[src/rtl/wb_pkg.sv]
// Shared widths and the queued write-back entry type for the register-file write-back arbiter.
package wb_pkg;

  localparam int unsigned REG_ADDR_W = 5;
  localparam int unsigned DATA_W     = 32;
  localparam int unsigned NUM_REGS   = 32;

  typedef struct packed {
    logic [REG_ADDR_W-1:0] reg_addr;
    logic [DATA_W-1:0]     data;
  } wb_entry_t;

endpackage

[src/rtl/wb_fifo.sv]
// Multi-cycle result queue: FIFO of write-back entries.
// Also exposes the per-slot valid bits and contents so the busy mask can be built.
module wb_fifo
  import wb_pkg::*;
#(
  parameter int unsigned DEPTH = 2
) (
  input  logic                  clk,
  input  logic                  rst_n,
  input  logic                  push_i,
  input  wb_entry_t             push_entry_i,
  input  logic                  pop_i,
  output logic                  full_o,
  output logic                  empty_o,
  output wb_entry_t             head_o,
  output logic      [DEPTH-1:0] valid_o,
  output wb_entry_t [DEPTH-1:0] entries_o
);

  localparam int unsigned PTR_W = (DEPTH > 1) ? $clog2(DEPTH) : 1;

  logic      [PTR_W-1:0] wptr_q;
  logic      [PTR_W-1:0] rptr_q;
  logic      [DEPTH-1:0] valid_q;
  wb_entry_t [DEPTH-1:0] mem_q;
  logic                  do_push;
  logic                  do_pop;

  // With in-order slots, the write slot being occupied means every slot is occupied.
  assign full_o    = valid_q[wptr_q];
  assign empty_o   = ~valid_q[rptr_q];
  assign head_o    = mem_q[rptr_q];
  assign valid_o   = valid_q;
  assign entries_o = mem_q;

  assign do_push = push_i & ~full_o;
  assign do_pop  = pop_i & ~empty_o;

  // Power-of-two depth lets the pointers wrap by natural overflow.
  always_ff @(posedge clk or negedge rst_n) begin
    if (!rst_n) begin
      wptr_q  <= '0;
      rptr_q  <= '0;
      valid_q <= '0;
      mem_q   <= '0;
    end else begin
      if (do_push) begin
        mem_q[wptr_q]   <= push_entry_i;
        valid_q[wptr_q] <= 1'b1;
        wptr_q          <= wptr_q + PTR_W'(1);
      end
      if (do_pop) begin
        valid_q[rptr_q] <= 1'b0;
        rptr_q          <= rptr_q + PTR_W'(1);
      end
    end
  end

endmodule

[src/rtl/regfile_wb_arbiter.sv]
// Register-file write-back arbiter: merges MEM/WB pipe writes with queued multi-cycle results.
// Optional WB_FWD_EN builds write-port forwarding compares; otherwise fwd_* are tied low.
module regfile_wb_arbiter
  import wb_pkg::*;
#(
  parameter int unsigned FIFO_DEPTH = 2,
  parameter int unsigned STARVE_MAX = 4
) (
  input  logic                  clock,
  input  logic                  reset_n,
  input  logic                  pipe_valid,
  input  logic [REG_ADDR_W-1:0] pipe_reg,
  input  logic [DATA_W-1:0]     pipe_data,
  input  logic                  mdu_valid,
  input  logic [REG_ADDR_W-1:0] mdu_reg,
  input  logic [DATA_W-1:0]     mdu_data,
  output logic                  mdu_ready,
  output logic                  RegWrite,
  output logic [REG_ADDR_W-1:0] wr_reg,
  output logic [DATA_W-1:0]     wr_data,
  output logic [NUM_REGS-1:0]   busy_mask,
  output logic                  stall_req,
  input  logic [REG_ADDR_W-1:0] fwd_rs,
  input  logic [REG_ADDR_W-1:0] fwd_rt,
  output logic                  fwd_hit_rs,
  output logic                  fwd_hit_rt,
  output logic [DATA_W-1:0]     fwd_data
);

  localparam int unsigned CNT_W = $clog2(STARVE_MAX + 1);

  logic                       q_full;
  logic                       q_empty;
  wb_entry_t                  q_head;
  logic      [FIFO_DEPTH-1:0] q_valid;
  wb_entry_t [FIFO_DEPTH-1:0] q_entries;
  wb_entry_t                  push_entry;
  logic                       push;
  logic                       pop;
  logic                       pipe_write;

  logic                  ready_q;
  logic [CNT_W-1:0]      starve_q, starve_d;
  logic                  reg_write_q, reg_write_d;
  logic [REG_ADDR_W-1:0] wr_reg_q, wr_reg_d;
  logic [DATA_W-1:0]     wr_data_q, wr_data_d;

  wb_fifo #(.DEPTH(FIFO_DEPTH)) u_fifo (
    .clk          (clock),
    .rst_n        (reset_n),
    .push_i       (push),
    .push_entry_i (push_entry),
    .pop_i        (pop),
    .full_o       (q_full),
    .empty_o      (q_empty),
    .head_o       (q_head),
    .valid_o      (q_valid),
    .entries_o    (q_entries)
  );

  // ready_q keeps mdu_ready low through reset and the cycle it is released.
  assign mdu_ready  = ready_q & ~q_full;
  assign stall_req  = ~q_empty & (starve_q == CNT_W'(STARVE_MAX));
  assign pipe_write = pipe_valid & (pipe_reg != '0) & ~stall_req;
  assign pop        = ~q_empty & ~pipe_write;
  assign push       = mdu_valid & mdu_ready & (mdu_reg != '0);
  assign push_entry = '{reg_addr: mdu_reg, data: mdu_data};

  always_comb begin
    busy_mask = '0;
    for (int unsigned i = 0; i < FIFO_DEPTH; i++) begin
      if (q_valid[i]) busy_mask[q_entries[i].reg_addr] = 1'b1;
    end
  end

  // Pipe wins unless starved; otherwise drain the queue head.
  always_comb begin
    reg_write_d = 1'b0;
    wr_reg_d    = '0;
    wr_data_d   = '0;
    starve_d    = starve_q;
    if (pipe_write) begin
      reg_write_d = 1'b1;
      wr_reg_d    = pipe_reg;
      wr_data_d   = pipe_data;
    end else if (pop) begin
      reg_write_d = 1'b1;
      wr_reg_d    = q_head.reg_addr;
      wr_data_d   = q_head.data;
    end
    if (q_empty || pop) begin
      starve_d = '0;
    end else if (starve_q != CNT_W'(STARVE_MAX)) begin
      starve_d = starve_q + CNT_W'(1);
    end
  end

  always_ff @(posedge clock or negedge reset_n) begin
    if (!reset_n) begin
      ready_q     <= 1'b0;
      starve_q    <= '0;
      reg_write_q <= 1'b0;
      wr_reg_q    <= '0;
      wr_data_q   <= '0;
    end else begin
      ready_q     <= 1'b1;
      starve_q    <= starve_d;
      reg_write_q <= reg_write_d;
      wr_reg_q    <= wr_reg_d;
      wr_data_q   <= wr_data_d;
    end
  end

  assign RegWrite = reg_write_q;
  assign wr_reg   = wr_reg_q;
  assign wr_data  = wr_data_q;

`ifdef WB_FWD_EN
  assign fwd_hit_rs = reg_write_q & (fwd_rs == wr_reg_q) & (fwd_rs != '0);
  assign fwd_hit_rt = reg_write_q & (fwd_rt == wr_reg_q) & (fwd_rt != '0);
  assign fwd_data   = (fwd_hit_rs | fwd_hit_rt) ? wr_data_q : '0;
`else
  logic unused_fwd;
  assign unused_fwd = ^{fwd_rs, fwd_rt};
  assign fwd_hit_rs = 1'b0;
  assign fwd_hit_rt = 1'b0;
  assign fwd_data   = '0;
`endif

endmodule

[config.mk]
export PLATFORM = sky130hd
export DESIGN_NAME = regfile_wb_arbiter
export DESIGN_NICKNAME = d
export VERILOG_FILES = /design/src/rtl/wb_pkg.sv /design/src/rtl/wb_fifo.sv /design/src/rtl/regfile_wb_arbiter.sv
export SDC_FILE = /design/constraint.sdc
export NUM_CORES = 1
export LEC_CHECK = 0
export ABC_AREA = 1
export BUFFER_PORTS_ARGS = -buffer_cell sky130_fd_sc_hd__buf_2
export CAP_MARGIN = 0
export CORE_MARGIN = 5
export CORE_UTILIZATION = 26
export DETAILED_ROUTE_END_ITERATION = 10
export PLACE_DENSITY = 0.5
export SLEW_MARGIN = 30
export SYNTH_ARGS = -nofsm -noshare
export SYNTH_HDL_FRONTEND = slang
export SYNTH_HIERARCHICAL = 1
export SYNTH_SLANG_ARGS = --single-unit
[constraint.sdc]
create_clock -name clock -period 1.65 [get_ports clock]
set_input_delay 0.33 -clock clock [delete_from_list [all_inputs] [get_ports clock]]
set_output_delay 0.33 -clock clock [all_outputs]
set_load 0.02 [all_outputs]
==> results.py <==
metrics = {
    "setup_path": {
        "slowest_stage": "dfrtp_2",
        "cp.required_ps": 1320,
        "r2r-end": "u_fifo/wptr_q",
        "critPathCaptureType": "output pin",
        "path_max_fanout": 8,
        "path_cells": "buf_4, nor3_4, buf_6, nand2_1, o21ai_1, buf_4",
        "crit_type": "flip-flop to output pin",
        "cp_common_cell": "buf_4",
        "crit_arrival_ps": 1660,
        "startpoint_type": "flip-flop",
        "cpPeakStageDelay_ps": 460,
        "rr_startpoint": "u_fifo/valid_o[0]",
        "worst-r2r-setup-slack_ps": -140,
        "path_buf_inv": 3,
        "r2r_cells": 11,
        "crit_family": "buffers and inverters",
    },
    "synth": {
        "synth-seq-cells": 120,
        "ys_seq_area_share_pct": 46.8,
        "syn-mean-instance-area_um2": 8.02,
        "yosysTopAreaCellShare_pct": 46.8,
        "synth_area_mm2": 0.00642,
        "yosys.area.top_type": "dfrtp_1",
        "syn_inst": 801,
        "yosysWarnings": 6,
        "synthTopCellsByArea": "dfrtp_1 47%, nand2_1 20%, nand3_1 8.1%",
        "yosysUniqueCellTypes": 29,
    },
    "global_route": {
        "antenna_found_initial": 4,
        "grt.total_usage_pct": 14.3,
        "grt_start_max_net_pins": 45,
        "grt.overflow.total": 0,
        "first_global_vias": 5780,
        "grt_pass1_wl_um": 31900,
    },
    "timing": {
        "setup_slack_ps": -344,
        "period_needed_ps": 1990,
        "max_freq_mhz": 502,
        "finalCritPeriodShare_pct": 121,
        "slew_headroom_pct": 64.2,
        "slew_violations": 0,
        "skew_ps": 11.6,
        "holdWs_ps": 140,
        "finalSetupViolations": 120,
        "rsz0062_at_grt": "yes",
        "worstMarginPinSlew_ps": 537,
        "final_hold_viol_count": 0,
    },
    "clock_tree": {
        "cts_inserted_buffers": 17,
        "cts_root_buf": "clkbuf_16",
        "clock_sinks": 120,
        "tritoncts": "built",
        "clk_latency_ps": 420,
        "cts.reportedPaths.clkPinSlew_ps": 60,
        "cts.path.max_buffers": 2,
        "cts-htree-levels": 4,
    },
    "detailed_routing": {
        "first_iter_violations": 414,
        "wirelength_um": 22600,
        "routedWlPerCell_um": 17.0,
        "drt-vias-per-instance": 4.55,
        "drc_errors": 0,
        "drtPass1Iterations": 5,
        "via_count": 6064,
        "ant_nets": 0,
    },
    "flow_run": {
        "max_cap_viol_count": 0,
    },
    "finish": {
        "final_nets": 1086,
        "postLayoutCellArea_mm2": 0.00975,
        "final_layout_size_suffix_gt1_share_pct": 45.6,
        "layout_common_cells": "251 x nand2_1, 119 x buf_2, 112 x dfrtp_1",
        "areaGrowthSynthToFinish_pct": 51.9,
        "largest_reg_flops": 74,
        "mostFrequentLayoutCell": "nand2_1",
    },
    "floorplan": {
        "die_area_mm2": 0.0279,
        "boundaryPins": 194,
        "coreArea_mm2": 0.0243,
        "dieHeight_um": 167,
        "die_w_um": 167,
        "row_count": 57,
        "start_util_pct": 26.4,
    },
    "place": {
        "gp_congestion": 0.769,
        "portBuffers": 149,
        "dp_hpwl_um": 13500,
        "placed_area_mm2": 0.00759,
        "pre_cts_ws_ps": -38.1,
    },
    "pwr": {
        "powerDensity_mw_per_mm2": 1820,
        "power_w": 0.0178,
        "p_leak_nw": 4.88,
        "irDropWorstVdd_uv": 873,
    },
    "status": {
        "status": "finished with violations",
        "violations": "negative setup slack",
    },
    "worst_hold_path": {
        "hold_depth": 3,
        "worstHoldPathType": "primary input to flip-flop",
        "hold_end": "wr_data[9]",
        "hold_start": "pipe_data[9]",
    },
}
## worst register-to-register path: cells and delay by family (launching register included)
| kind | cells | cell delay (ps) |
|---|---|---|
| buffers and inverters | 4 | 620 |
| and+or+nand+nor | 6 | 600 |
| DFF | 1 | 420 |
| AOI/OAI and AO/OA | 1 | 40 |
## how the worst max path moves through the flow
stage	startpoint	end	cells past startpoint
final	u_fifo/entries_o[33]	busy_mask[24]	6
after global routing	u_fifo/entries_o[33]	busy_mask[3]	5
after CTS	u_fifo/entries_o[34]	busy_mask[22]	5
after global placement	u_fifo/valid_o[0]	busy_mask[7]	5
after detailed placement	u_fifo/valid_o[0]	busy_mask[26]	6
after floorplan	u_fifo/wptr_q	u_fifo/entries_o[71]	13
## synthesized netlist by cell type, drive strengths merged
cell / n
a21oi: 4
nand3b: 1
inv: 23
nand4: 37
conb: 2
ha: 2
nand3: 124
nor3: 16
xnor2: 1
nand2: 340
dfrtp: 120
nor2: 10
buf: 76
and2: 1
clkbuf: 11
o21ai: 33
## cell families (layout without fill, tap and decap cells)
kind of cell               after synthesis  in the layout  share of synthesized area [%]
other                                    2             36                          0.117
adders and majority gates                2              2                          0.390
DFF                                    120            120                           46.8
AOI/OAI and AO/OA                       37             37                           2.88
and+or+nand+nor                        529            529                           39.1
xor gates and xnor gates                 1              1                          0.136
buffers and inverters                  110            284                           10.6
## metal layers
| layer | part of all wire (%) | GRT usage [%] |
|---|---|---|
| met5 | 0.16 | 0 |
| met4 | 0.90 | 3.71 |
| met1 | 45 | 19.1 |
| met3 | 5.7 | 4.22 |
| met2 | 48 | 22.9 |
## cell type report
cell class	instances	area (um^2)
inverters	23	98.8
flip-flops and latches	120	3010
diodes	1	2.50
clock inverters	11	195
well taps	324	405
clock buffers	20	457
multi-input cells	604	3630
repair buffers	230	1950
fillers	2434	14600
## power breakdown
part / internal [W] / leakage, nW / switching, W / total [W]
sequential: 0.00418 / 1.50 / 0.000989 / 0.00517
combinational: 0.00330 / 3.06 / 0.00518 / 0.00848
clock: 0.00275 / 0.309 / 0.00139 / 0.00414
total: 0.0102 / 4.88 / 0.00756 / 0.0178
## metrics by stage
stage	setup TNS, ps	util [%]	cells
after floorplan	-2460	-	834
after global placement	-461	31.2	1267
after detailed placement	-566	31.2	1267
after CTS	-9720	34.8	1305
after global routing	-27030	40.1	1333
final	-17870	40.1	1333
## repair_timing
action | CTS | global route
endpoints found under the setup margin | 36 | 143
hold buffers | 1 | 0
pin swaps | 9 | 24
setup buffers | 5 | 10
gates cloned | 1 | 17
endpoints found under the hold margin | 31 | 0
gates resized for setup | 68 | 218
Power figures use the tool's default switching activity.
